<file path="src/rtl/alu_sched_if.sv">
// Handshake and datapath bundle for alu_sched: two request channels, the ALU
// operand/result path, the response channel and the status outputs.
interface alu_sched_if #(
    parameter int WIDTH = 32,
    parameter int CNTW  = 16
);
    logic             req0_valid;
    logic             req0_ready;
    logic [WIDTH-1:0] req0_a;
    logic [WIDTH-1:0] req0_b;
    logic [3:0]       req0_op;

    logic             req1_valid;
    logic             req1_ready;
    logic [WIDTH-1:0] req1_a;
    logic [WIDTH-1:0] req1_b;
    logic [3:0]       req1_op;

    logic [WIDTH-1:0] alu_a;
    logic [WIDTH-1:0] alu_b;
    logic [3:0]       alu_op;
    logic [WIDTH-1:0] alu_res;

    logic             rsp_valid;
    logic             rsp_ready;
    logic [WIDTH-1:0] rsp_res;
    logic             rsp_id;
    logic             rsp_err;

    logic             busy;
    logic [CNTW-1:0]  cnt0;
    logic [CNTW-1:0]  cnt1;

    modport slave (
        input  req0_valid, req0_a, req0_b, req0_op,
        input  req1_valid, req1_a, req1_b, req1_op,
        input  alu_res, rsp_ready,
        output req0_ready, req1_ready,
        output alu_a, alu_b, alu_op,
        output rsp_valid, rsp_res, rsp_id, rsp_err,
        output busy, cnt0, cnt1
    );

    modport master (
        output req0_valid, req0_a, req0_b, req0_op,
        output req1_valid, req1_a, req1_b, req1_op,
        output alu_res, rsp_ready,
        input  req0_ready, req1_ready,
        input  alu_a, alu_b, alu_op,
        input  rsp_valid, rsp_res, rsp_id, rsp_err,
        input  busy, cnt0, cnt1
    );
endinterface

</file>
<file path="src/rtl/alu_sched.sv">
// Round-robin scheduler sharing one combinational ALU between two requesters;
// one operation in flight, result returned on a valid/ready channel.
module alu_sched #(
    parameter int WIDTH = 32,
    parameter int CNTW  = 16
) (
    input  logic        clk,
    input  logic        rst,
    alu_sched_if.slave  bus
);
    typedef enum logic [1:0] {IDLE, EXEC, RESP} state_t;

    state_t           state_q, state_d;
    logic             ptr_q, ptr_d;
    logic [WIDTH-1:0] a_q, a_d;
    logic [WIDTH-1:0] b_q, b_d;
    logic [3:0]       op_q, op_d;
    logic             id_q, id_d;
    logic             err_q, err_d;
    logic [WIDTH-1:0] rsp_res_q, rsp_res_d;
    logic [CNTW-1:0]  cnt_q [2];
    logic [CNTW-1:0]  cnt_d [2];

    logic             grant_any;
    logic             grant_id;
    logic [3:0]       grant_op;

    function automatic logic op_legal(input logic [3:0] op);
        case (op)
            4'b0010, 4'b0000, 4'b0001, 4'b0110, 4'b0111: op_legal = 1'b1;
            default:                                     op_legal = 1'b0;
        endcase
    endfunction

    // With both requesters valid the pointer decides; otherwise whoever is valid wins.
    always_comb begin
        grant_any = (state_q == IDLE) && (bus.req0_valid || bus.req1_valid);
        grant_id  = (bus.req0_valid && bus.req1_valid) ? ptr_q : bus.req1_valid;
        grant_op  = grant_id ? bus.req1_op : bus.req0_op;
    end

    always_comb begin
        state_d   = state_q;
        ptr_d     = ptr_q;
        a_d       = a_q;
        b_d       = b_q;
        op_d      = op_q;
        id_d      = id_q;
        err_d     = err_q;
        rsp_res_d = rsp_res_q;
        cnt_d[0]  = cnt_q[0];
        cnt_d[1]  = cnt_q[1];

        case (state_q)
            IDLE: begin
                if (grant_any) begin
                    a_d     = grant_id ? bus.req1_a : bus.req0_a;
                    b_d     = grant_id ? bus.req1_b : bus.req0_b;
                    op_d    = grant_op;
                    id_d    = grant_id;
                    err_d   = ~op_legal(grant_op);
                    ptr_d   = ~grant_id;
                    state_d = EXEC;
                end
            end
            EXEC: begin
                rsp_res_d = err_q ? '0 : bus.alu_res;
                state_d   = RESP;
            end
            RESP: begin
                if (bus.rsp_ready) begin
                    cnt_d[id_q] = cnt_q[id_q] + 1'b1;
                    state_d     = IDLE;
                end
            end
            default: state_d = IDLE;
        endcase
    end

    always_ff @(posedge clk or posedge rst) begin
        if (rst) begin
            state_q   <= IDLE;
            ptr_q     <= 1'b0;
            a_q       <= '0;
            b_q       <= '0;
            op_q      <= '0;
            id_q      <= 1'b0;
            err_q     <= 1'b0;
            rsp_res_q <= '0;
            cnt_q[0]  <= '0;
            cnt_q[1]  <= '0;
        end else begin
            state_q   <= state_d;
            ptr_q     <= ptr_d;
            a_q       <= a_d;
            b_q       <= b_d;
            op_q      <= op_d;
            id_q      <= id_d;
            err_q     <= err_d;
            rsp_res_q <= rsp_res_d;
            cnt_q[0]  <= cnt_d[0];
            cnt_q[1]  <= cnt_d[1];
        end
    end

    // ALU inputs follow the operand latches, so they hold between operations.
    assign bus.req0_ready = grant_any && !grant_id;
    assign bus.req1_ready = grant_any && grant_id;
    assign bus.alu_a      = a_q;
    assign bus.alu_b      = b_q;
    assign bus.alu_op     = op_q;
    assign bus.rsp_valid  = (state_q == RESP);
    assign bus.rsp_res    = rsp_res_q;
    assign bus.rsp_id     = id_q;
    assign bus.rsp_err    = err_q;
    assign bus.busy       = (state_q != IDLE);
    assign bus.cnt0       = cnt_q[0];
    assign bus.cnt1       = cnt_q[1];
endmodule

</file>
<file path="src/flat_wrapper.sv">
// flat-port wrapper written by rule: the top's interface ports become plain ports
module alu_sched_flat 
#(
    parameter int WIDTH = 32,
    parameter int CNTW  = 16
)
  (clk, rst, bus_req0_valid, bus_req0_a, bus_req0_b, bus_req0_op, bus_req1_valid, bus_req1_a, bus_req1_b, bus_req1_op, bus_alu_res, bus_rsp_ready, bus_req0_ready, bus_req1_ready, bus_alu_a, bus_alu_b, bus_alu_op, bus_rsp_valid, bus_rsp_res, bus_rsp_id, bus_rsp_err, bus_busy, bus_cnt0, bus_cnt1);
  alu_sched_if #(.WIDTH(WIDTH), .CNTW(CNTW)) bus_i ();
  input  logic clk;
  input  logic rst;
  input wire logic [$bits(bus_i.req0_valid)-1:0] bus_req0_valid;
  input wire logic [$bits(bus_i.req0_a)-1:0] bus_req0_a;
  input wire logic [$bits(bus_i.req0_b)-1:0] bus_req0_b;
  input wire logic [$bits(bus_i.req0_op)-1:0] bus_req0_op;
  input wire logic [$bits(bus_i.req1_valid)-1:0] bus_req1_valid;
  input wire logic [$bits(bus_i.req1_a)-1:0] bus_req1_a;
  input wire logic [$bits(bus_i.req1_b)-1:0] bus_req1_b;
  input wire logic [$bits(bus_i.req1_op)-1:0] bus_req1_op;
  input wire logic [$bits(bus_i.alu_res)-1:0] bus_alu_res;
  input wire logic [$bits(bus_i.rsp_ready)-1:0] bus_rsp_ready;
  output wire logic [$bits(bus_i.req0_ready)-1:0] bus_req0_ready;
  output wire logic [$bits(bus_i.req1_ready)-1:0] bus_req1_ready;
  output wire logic [$bits(bus_i.alu_a)-1:0] bus_alu_a;
  output wire logic [$bits(bus_i.alu_b)-1:0] bus_alu_b;
  output wire logic [$bits(bus_i.alu_op)-1:0] bus_alu_op;
  output wire logic [$bits(bus_i.rsp_valid)-1:0] bus_rsp_valid;
  output wire logic [$bits(bus_i.rsp_res)-1:0] bus_rsp_res;
  output wire logic [$bits(bus_i.rsp_id)-1:0] bus_rsp_id;
  output wire logic [$bits(bus_i.rsp_err)-1:0] bus_rsp_err;
  output wire logic [$bits(bus_i.busy)-1:0] bus_busy;
  output wire logic [$bits(bus_i.cnt0)-1:0] bus_cnt0;
  output wire logic [$bits(bus_i.cnt1)-1:0] bus_cnt1;
  assign bus_i.req0_valid = bus_req0_valid;
  assign bus_i.req0_a = bus_req0_a;
  assign bus_i.req0_b = bus_req0_b;
  assign bus_i.req0_op = bus_req0_op;
  assign bus_i.req1_valid = bus_req1_valid;
  assign bus_i.req1_a = bus_req1_a;
  assign bus_i.req1_b = bus_req1_b;
  assign bus_i.req1_op = bus_req1_op;
  assign bus_i.alu_res = bus_alu_res;
  assign bus_i.rsp_ready = bus_rsp_ready;
  assign bus_req0_ready = bus_i.req0_ready;
  assign bus_req1_ready = bus_i.req1_ready;
  assign bus_alu_a = bus_i.alu_a;
  assign bus_alu_b = bus_i.alu_b;
  assign bus_alu_op = bus_i.alu_op;
  assign bus_rsp_valid = bus_i.rsp_valid;
  assign bus_rsp_res = bus_i.rsp_res;
  assign bus_rsp_id = bus_i.rsp_id;
  assign bus_rsp_err = bus_i.rsp_err;
  assign bus_busy = bus_i.busy;
  assign bus_cnt0 = bus_i.cnt0;
  assign bus_cnt1 = bus_i.cnt1;
  alu_sched #(.WIDTH(WIDTH), .CNTW(CNTW)) u_core (.clk(clk), .rst(rst), .bus(bus_i));
endmodule
</file>
<file path="config.mk">
export PLATFORM = sky130hd
export DESIGN_NAME = alu_sched_flat
export DESIGN_NICKNAME = d
export VERILOG_FILES = /design/src/rtl/alu_sched_if.sv /design/src/rtl/alu_sched.sv /design/src/flat_wrapper.sv
export SDC_FILE = /design/constraint.sdc
export NUM_CORES = 1
export LEC_CHECK = 0
export ABC_CLOCK_PERIOD_IN_PS = 6100
export CAP_MARGIN = 30
export CORE_MARGIN = 2
export CORE_UTILIZATION = 40
export DETAILED_ROUTE_END_ITERATION = 8
export HOLD_SLACK_MARGIN = 0.12
export PLACE_DENSITY = 0.8
export SKIP_CTS_REPAIR_TIMING = 1
export SLEW_MARGIN = 20
export SYNTH_ARGS = -nofsm -noshare
export SYNTH_HDL_FRONTEND = slang
export SYNTH_SLANG_ARGS = --single-unit
export TNS_END_PERCENT = 20
</file>
<file path="constraint.sdc">
create_clock -name clk -period 6.1 [get_ports clk]
set_input_delay 1.22 -clock clk [delete_from_list [all_inputs] [get_ports clk]]
set_output_delay 1.22 -clock clk [all_outputs]
set_load 0.01 [all_outputs]
</file>
# Word level (Yosys, flattened, before mapping)
# Cells that the tools add are included.
[classes]
n_addsub = 1
order_cmp = 2
eq_ne = 8
n_mux = 17
n_bitwise = 3
n_reduce_logical = 14
[ops]
columns = ["op", "count"]
rows = [
  ["$mux W32", 3],
  ["$mux W16", 4],
  ["$bwmux W32", 1],
  ["$add A16 B1 Y16 const B", 1],
  ["$demux W16 S1", 1],
  ["$eq A4 B3 Y1 const B", 2],
  ["$pmux W2 S3", 1],
  ["$reduce_and A2 Y1", 3],
  ["$logic_and A1 B1 Y1", 5],
  ["$reduce_or A5 Y1", 1],
  ["$eq A4 B1 Y1 const B", 1],
  ["$eq A4 B2 Y1 const B", 1],
  ["$logic_not A4 Y1", 1],
  ["$mux W1", 4],
  ["$mux W2", 2],
  ["$mux W4", 1],
  ["$eq A2 B1 Y1 const B", 1],
  ["$eq A2 B2 Y1 const B", 1],
  ["$ge A2 B2 Y1 const B", 1],
  ["$logic_not A2 Y1", 1],
  ["$lt A2 B1 Y1 const B", 1],
  ["$ne A2 B1 Y1 const B", 1],
  ["$ne A2 B2 Y1 const B", 1],
  ["$not A1 Y1", 2],
  ["4 further kinds", 4],
]
[totals]
ff_bits = 137
input_bits = 173
out_inout_bits = 138

# Longest topological paths before layout
# Gate-level depths: netlist of the first run.
[depth]
ltp_word = 9
depth_mapped = 8
depth_no_buf = 6

# Worst setup path before layout of the first run
# OpenSTA, ideal clock, no wires.
[synth_timing]
path_kind = "input-to-output"
startpoint = "input bus_req0_valid"
endpoint = "output bus_req0_ready"
t_arrival_ns = 2.000
path_slack_ns = 2.880
stages = 5
path_buffers = 2
cell_sequence = "inv_1 o21ai_0 buf_2 buf_2 and2_1"
[synth_via]
elab_chain_len = 4
[synth_rtl]
columns = ["element", "line_no", "text"]
rows = [
  ["start: declaration", "flat_wrapper.sv:11", "input wire logic [$bits(bus_i.req0_valid)-1:0] bus_req0_valid;"],
  ["$logic_and A1 B1 Y1", "alu_sched.sv:38", "grant_id = (bus.req0_valid && bus.req1_valid) ? ptr_q : bus.req1_valid;"],
  ["$mux W1", "alu_sched.sv:38", ""],
  ["$logic_not A1 Y1", "alu_sched.sv:107", "assign bus.req0_ready = grant_any && !grant_id;"],
  ["$logic_and A1 B1 Y1 *", "alu_sched.sv:107", ""],
  ["end: declaration", "flat_wrapper.sv:21", "output wire logic [$bits(bus_i.req0_ready)-1:0] bus_req0_ready;"],
]
# Mark *: on every way between the ends. The rest lies on a longest branch, timed or not.

# Worst setup path after layout of the first run
# Ends and elaborated chain as after synthesis.

==> summary.txt, run 1 <==
Cell Area, Placed - 9420 µm²
Number of global-route vias before repair - 5287
Pin count of the biggest net entering global routing - 109
Number of buffers on the longest clock path - 2
DRT iter0 DRCs - 198
Clk Tree Root Cell - clkbuf_16
Finish-stage setup viols - 0
Port Buf Inserts - 310
Final Cell Area - 10100 µm²
Fill cells - 1194
Seq cells post-synth - 137
Worst Path Arrival - 3.03 ns
Nets@finish - 1065
First-pass GRT wire length - 27.7 mm
Worst clock skew - 0.00481 ns
DRT antenna net count - 0
Critical path required time - 4.88 ns
Largest area contributor in the netlist - dfrtp_1
Antenna violations before repair - 1
Clk_lat worst skew - 0.41 ns
Post-synthesis cell count - 591
DP HPWL - 13.0 mm
Drt pass-1 iters - 6
CTS buffer count - 17
Yosys top cell area share - 55.4%
Gr usage total - 21.8%
Sw Share - 33.0%
Final min period - 4.25 ns
Critical Path Sink Type - output pin
Final slew viol count - 0
Power density of the placed cells - 432 nW/µm²
Share of cells above drive strength 1 - 5.75%
Outcome - finished, final reports clean
H-tree lvl count - 4
Combinational share of power - 40.8%
RSZ-0062 raised after global routing - no
Unique masters post-synth - 37
Num ports - 311
CTS tree - built
Row count - 45
Switch Pwr - 1.44 mW
Sequential share of power - 33.9%
Crit Path Class - in2out
Worst-path clk slew - 0.06 ns
Die Ht - 128 µm
Tcrit/Tclk final - 69.7%
Sink Count - 137
Total Die Area - 16500 µm²
Setup TNS - 0 ns
Net count after synthesis - 765
P&R area growth vs syn - 63.0%
F_max - 0.235 GHz
WL per Instance - 16.1 µm
Pint - 2.92 mW
Post-Syn Area per Cell - 10.5 µm²
DRT Wirelength - 17.6 mm
Power share of the clock group - 25.2%
Via-to-Cell Ratio - 4.81
Synth Warn # - 0
Register area share after synthesis - 55.4%
Max IR drop VDD - 0.211 mV
Worst hold path type - reg2reg
Leak - 4.46 nW
Finished Core Util - 66.6%
Initial core utilization - 40.9%
Slew @ Worst Pin - 0.957 ns
Core Area - 15100 µm²
Startpoint Class - input pin
Routability cong. - 0.775
Fin. Hold Viols - 0
Total global routing overflow - 0
Crit-path max FO - 15
Chip width - 128 µm
Area contributors post-synth - dfrtp_1 55%, mux2i_1 12%, o21ai_0 7.4%
Mapped Area - 6190 µm²
Via count - 5261
Worst rel slew slack - 36.2%
Residual DRC count - 0
Total of max-cap violations - 0
[cells in the mapped netlist]
master / number
and3b_1: 1
and2_1: 1
o21ai_1: 10
nor3_2: 1
a2bb2o_1: 1
mux2i_1: 72
mux2_2: 4
and4b_1: 1
o21ai_0: 92
nor2_1: 10
ha_1: 1
nor4_4: 1
nand4b_1: 2
nand3b_1: 3
a21o_1: 1
clkbuf_1: 15
buf_6: 3
inv_1: 4
and3_1: 1
nand2b_1: 36
clkinv_4: 1
a31oi_1: 2
buf_2: 17
or2_1: 2
a21oi_1: 1
nand3_1: 15
xor2_1: 11
a22oi_1: 1
nor4b_2: 1
nand4_1: 4
dfrtp_1: 137
nor4_2: 1
nor3_1: 4
or2_4: 1
xnor2_1: 19
nor2_4: 1
nand2_1: 113
[metal layers]
layer  GRT usage [%]  vias to the layer above  part of all wire, %  wire length (µm)
met5               0                        -                0.074                13
met4            9.50                        2                  3.0               520
met3            8.44                       39                  8.5              1500
met2            36.1                      209                   50              8720
met1            25.3                     2411                   39              6820
li1                -                     2600                    -                 -
[layout make-up]
| cell class | instances | area (µm²) | share of cell area (%) |
|---|---|---|---|
| diodes | 1 | 2.50 | 0.0248 |
| clock buffers | 20 | 467 | 4.63 |
| clock inverters | 12 | 170 | 1.69 |
| inverters | 5 | 28.8 | 0.285 |
| multi-input cells | 414 | 2580 | 25.5 |
| flip-flops and latches | 137 | 3430 | 34.0 |
| well taps | 188 | 235 | 2.33 |
| repair buffers | 316 | 3180 | 31.5 |
[cells in the final DEF (no fill, tap or decap), types with 2 or more instances in the layout]
master and n:
o21ai_1 10, o21ai_0 91, mux2_2 4, xor2_1 11, clkdlybuf4s50_1 310, inv_1 3
bufinv_16 4, nor2_1 10, clkinv_2 5, or2_1 2, mux2i_1 72, nor3_1 4
clkbuf_16 17, nand4_1 4, nand3b_1 3, clkbuf_8 3, inv_6 2, nand2_1 113
nand3_1 15, buf_4 4, nand4b_1 2, a31oi_1 2, clkinv_4 2, nand2b_1 35
dfrtp_1 137, xnor2_1 19
[critical path, stage by stage]
cell,delay (ns)
clkdlybuf4s50_1,0.48
inv_1,0.07
o21ai_4,0.51
and2_1,0.21
clkdlybuf4s50_1,0.53
[flip-flops by register name, indices dropped and copies added (netlist names), 2 cells and up]
signal              flops
u_core.bus.alu_a       32
u_core.bus.cnt1        16
u_core.bus.alu_op       4
u_core.bus.cnt0        16
u_core.bus.alu_b       32
u_core.state_q          2
u_core.bus.rsp_res     32
[final timing paths]
check,cells after the start,endpoint,slack [ns],start
max in group asynchronous,4,u_core.bus.alu_b[16],3.77,rst
min in group asynchronous,2,u_core.bus.rsp_res[5],1.11,rst
worst max-delay path,5,bus_req0_ready,1.85,bus_req0_valid
worst min register to register,1,u_core.bus.cnt1[15],0.47,u_core.bus.cnt1[15]
worst min-delay path,1,u_core.bus.cnt1[15],0.47,u_core.bus.cnt1[15]
worst max register to register,4,u_core.bus.alu_b[20],3.71,u_core.ptr_q
[logic make-up after synthesis]
group	count (synthesis)	share of synthesized area, %
AOI/OAI and AO/OA	108	8.93
adders and majority gates	1	0.202
xor gates and xnor gates	30	4.24
muxes	76	12.4
DFF	137	55.4
buffers and inverters	40	3.21
and+or+nand+nor	199	15.7
[power groups by stage]
stage | registers (mW) | logic, mW | clock network [mW]
after CTS | 1.48 | 1.81 | 1.13
after global routing | 1.53 | 1.95 | 1.16
final | 1.48 | 1.78 | 1.10
after detailed placement | 1.49 | 1.80 | 0
after global placement | 1.48 | 1.75 | 0
after floorplan | 1.61 | 0.681 | 0
[per-stage QoR]
stage / setup WS, ns / instances / total power, mW / hold slack, ns
after floorplan: 1.21 / 591 / 2.29 / 0.459
after global placement: 1.87 / 1058 / 3.23 / 0.461
after detailed placement: 1.86 / 1059 / 3.29 / 0.469
after CTS: 1.85 / 1091 / 4.41 / 0.479
after global routing: 1.77 / 1092 / 4.64 / 0.499
final: 1.85 / 1093 / 4.36 / 0.474
(Power assumes the default switching activity.)
==> run 2: changes to the inputs <==
--- a/config.mk
+++ b/config.mk
@@ -5,13 +5,13 @@
 export SDC_FILE = /design/constraint.sdc
 export NUM_CORES = 1
 export LEC_CHECK = 0
-export ABC_CLOCK_PERIOD_IN_PS = 6100
+export ABC_CLOCK_PERIOD_IN_PS = 3700
 export CAP_MARGIN = 30
 export CORE_MARGIN = 2
-export CORE_UTILIZATION = 40
+export CORE_UTILIZATION = 37
 export DETAILED_ROUTE_END_ITERATION = 8
 export HOLD_SLACK_MARGIN = 0.12
-export PLACE_DENSITY = 0.8
+export PLACE_DENSITY = 0.78
 export SKIP_CTS_REPAIR_TIMING = 1
 export SLEW_MARGIN = 20
 export SYNTH_ARGS = -nofsm -noshare
==> constraint.sdc (replaced) <==
create_clock -name clk -period 3.7 [get_ports clk]
set_input_delay 0.74 -clock clk [delete_from_list [all_inputs] [get_ports clk]]
set_output_delay 0.74 -clock clk [all_outputs]
set_load 0.01 [all_outputs]
==> run 2 against run 1 <==
Via count fell by 1.1%. Sequential power rose by 65%. Clock-buffer cell count fell by 1. Sequential share of layout area fell by 0.063 points. Largest power group unchanged. First-iteration DRC count rose by 4.5%. Highest routed layer is now met4. Total power rose by 62%. Clock skew rose by 0.0033 ns. Non-clock buffer count rose by 1. Critical endpoint unchanged. Routed wire length fell by 6.1%. Global-route usage fell by 2.7 points.
==> summary.txt, run 2 (synthesis results as in run 1) <==
Outcome - finished, final reports clean (unchanged)
Critical path required time - 2.96 ns (was 4.88 ns)
Pint - 4.70 mW (was 2.92 mW)
Commonest non-fill, non-tap cell in the layout - clkdlybuf4s50_1 (unchanged)
Sequential share of power - 34.5% (was 33.9%)
Via count - 5205 (was 5261)
Final worst setup slack - 0.648 ns (was 1.85 ns)
Crit Path Class - in2out (unchanged)
Die Ht - 133 µm (was 128 µm)
Power share of the clock group - 24.2% (was 25.2%)
Row count - 47 (was 45)
Chip width - 133 µm (was 128 µm)
Gr usage total - 19.1% (was 21.8%)
DP Cell Count - 1093 (was 1059)
Clk Tree Root Cell - clkbuf_16 (unchanged)
F_max - 0.328 GHz
Leak - 4.44 nW (was 4.46 nW)
Worst Path Arrival - 2.31 ns (was 3.03 ns)
Max IR drop VDD - 0.390 mV (was 0.211 mV)
Total of max-cap violations - 0 (unchanged)
Sink Count - 137 (unchanged)
Worst R2R Path Depth - 5 (was 4)
Via-to-Cell Ratio - 4.63 (was 4.81)
Most frequent cells in the layout - 310 x clkdlybuf4s50_1, 137 x dfrtp_1, 113 x nand2_1 (unchanged)
Routability cong. - 0.877 (was 0.775)
Startpoint Class - input pin (unchanged)
Fin. Hold Viols - 0 (unchanged)
CTS tree - built (unchanged)
Total Die Area - 17800 µm² (was 16500 µm²)
Residual DRC count - 0 (unchanged)
Number of buffers on the longest clock path - 2 (unchanged)
Slew @ Worst Pin - 0.708 ns (was 0.957 ns)
Clk_lat worst skew - 0.41 ns (about the same)
Sw Share - 33.4% (was 33.0%)
Drt pass-1 iters - 4 (was 6)
Power density of the placed cells - 698 nW/µm² (was 432 nW/µm²)
Core Area - 16500 µm² (was 15100 µm²)
Antenna Cells - 0 (was 1)
Antenna violations before repair - 0 (was 1)
DRT Wirelength - 16.5 mm (was 17.6 mm)
CTS buffer count - 17 (unchanged)
Worst hold start - u_core.bus.rsp_res[7] (was u_core.bus.cnt1[15])
Critical Path Start - bus_req1_valid (was bus_req0_valid)
Final slew viol count - 0 (unchanged)
Num ports - 311 (unchanged)
Final min period - 3.05 ns
Finish-stage setup viols - 0 (unchanged)
Switch Pwr - 2.36 mW (was 1.44 mW)
Critical Path Sink Type - output pin (unchanged)
P&R area growth vs syn - 63.3% (was 63.0%)
Port Buf Inserts - 310 (unchanged)
Fill cells - 1370 (was 1194)
Finished Core Util - 61.4% (was 66.6%)
Number of global-route vias before repair - 5215 (was 5287)
Reg2Reg Capture Point - u_core.bus.alu_b[10] (was u_core.bus.alu_b[20])
Combinational share of power - 41.2% (was 40.8%)
Total global routing overflow - 0 (unchanged)
DRT iter0 DRCs - 207 (was 198)
DRT antenna net count - 0 (unchanged)
Worst-path clk slew - 0.06 ns (about the same)
Pin count of the biggest net entering global routing - 87 (was 109)
Total chip power - 7.06 mW (was 4.36 mW)
R2R Setup Slk - 1.34 ns (was 3.71 ns)
Tcrit/Tclk final - 82.5%
Initial core utilization - 37.6% (was 40.9%)
First-pass GRT wire length - 26.7 mm (was 27.7 mm)
H-tree lvl count - 4 (unchanged)
Non-Filler Instances - 1125 (was 1093)
Crit-path max FO - 5 (was 15)
Worst rel slew slack - 52.8% (was 36.2%)
Setup slack after placement - 0.649 ns (was 1.86 ns)
Nets@finish - 1066 (was 1065)
CP Capture Point - bus_req0_ready (unchanged)
Share of cells above drive strength 1 - 5.64% (was 5.75%)
RR Startpoint - u_core.state_q[0] (was u_core.ptr_q)
Worst clock skew - 0.00806 ns (was 0.00481 ns)
Setup TNS - 0 ns (unchanged)
RSZ-0062 raised after global routing - no (unchanged)
Worst hold path type - reg2reg (unchanged)
WL per Instance - 14.7 µm (was 16.1 µm)
DP HPWL - 12.5 mm (was 13.0 mm)
## run 2: cell types whose count changed in the layout (fill, tap and decap cells not counted)
cell,delta
clkinv_4,+4
clkbuf_8,-3
clkinv_2,-3
buf_12,+2
clkbuf_1,+2
buf_16,-1
bufinv_16,-1
clkinvlp_4,+1
diode_2,-1
nand2b_2,-1
nand2b_4,+1
## run 2: stage by stage
step	hold slack (ns)	cell area, µm²
floorplan	0.459	6190
global placement	0.459	9500
detailed placement	0.469	9500
CTS	0.482	10100
global route	0.499	10100
finish	0.474	10100
## run 2: final cells by class
class	count	area (µm²)	share of cell area, %
Tap cell	220	275	2.72
Clock buffer	19	433	4.28
Inverter	5	27.5	0.272
Timing Repair Buffer	317	3190	31.6
Multi-Input combinational cell	414	2580	25.5
Clock inverter	13	169	1.67
Sequential cell	137	3430	33.9
## run 2: worst min path at each step
stage                                         to  slack [ns]  cells past startpoint
after floorplan                     u_core.ptr_q        0.46                      2
after global placement    u_core.bus.rsp_res[21]        0.46                      2
after detailed placement    u_core.bus.alu_b[25]        0.47                      2
after CTS                  u_core.bus.rsp_res[7]        0.48                      2
after global routing      u_core.bus.rsp_res[22]        0.50                      2
final                      u_core.bus.rsp_res[7]        0.47                      2
## run 2: critical path, stage by stage
cell and delay, ns:
clkdlybuf4s50_1 0.52, nor2_1 0.07, or2_4 0.26, clkinv_4 0.07, and2_1 0.11, clkdlybuf4s50_1 0.54
## run 2: power groups by stage
| stage | Sequential (mW) | Clock (mW) | Combinational (mW) |
|---|---|---|---|
| after floorplan | 2.65 | 0 | 1.12 |
| after global placement | 2.44 | 0 | 2.90 |
| after detailed placement | 2.45 | 0 | 2.95 |
| after CTS | 2.44 | 1.74 | 2.95 |
| after global routing | 2.52 | 1.81 | 3.18 |
| final | 2.44 | 1.71 | 2.91 |
## run 2: layer usage
layer  vias to the layer above  GRT usage (%)  wire [µm]  share of wire (%)
met2                       204           31.6       8090                 49
met1                      2361           23.0       6680                 40
met4                         0           6.80        373                2.3
li1                       2612              -          -                  -
met3                        28           6.85       1360                8.2
met5                         -              0          0                  0
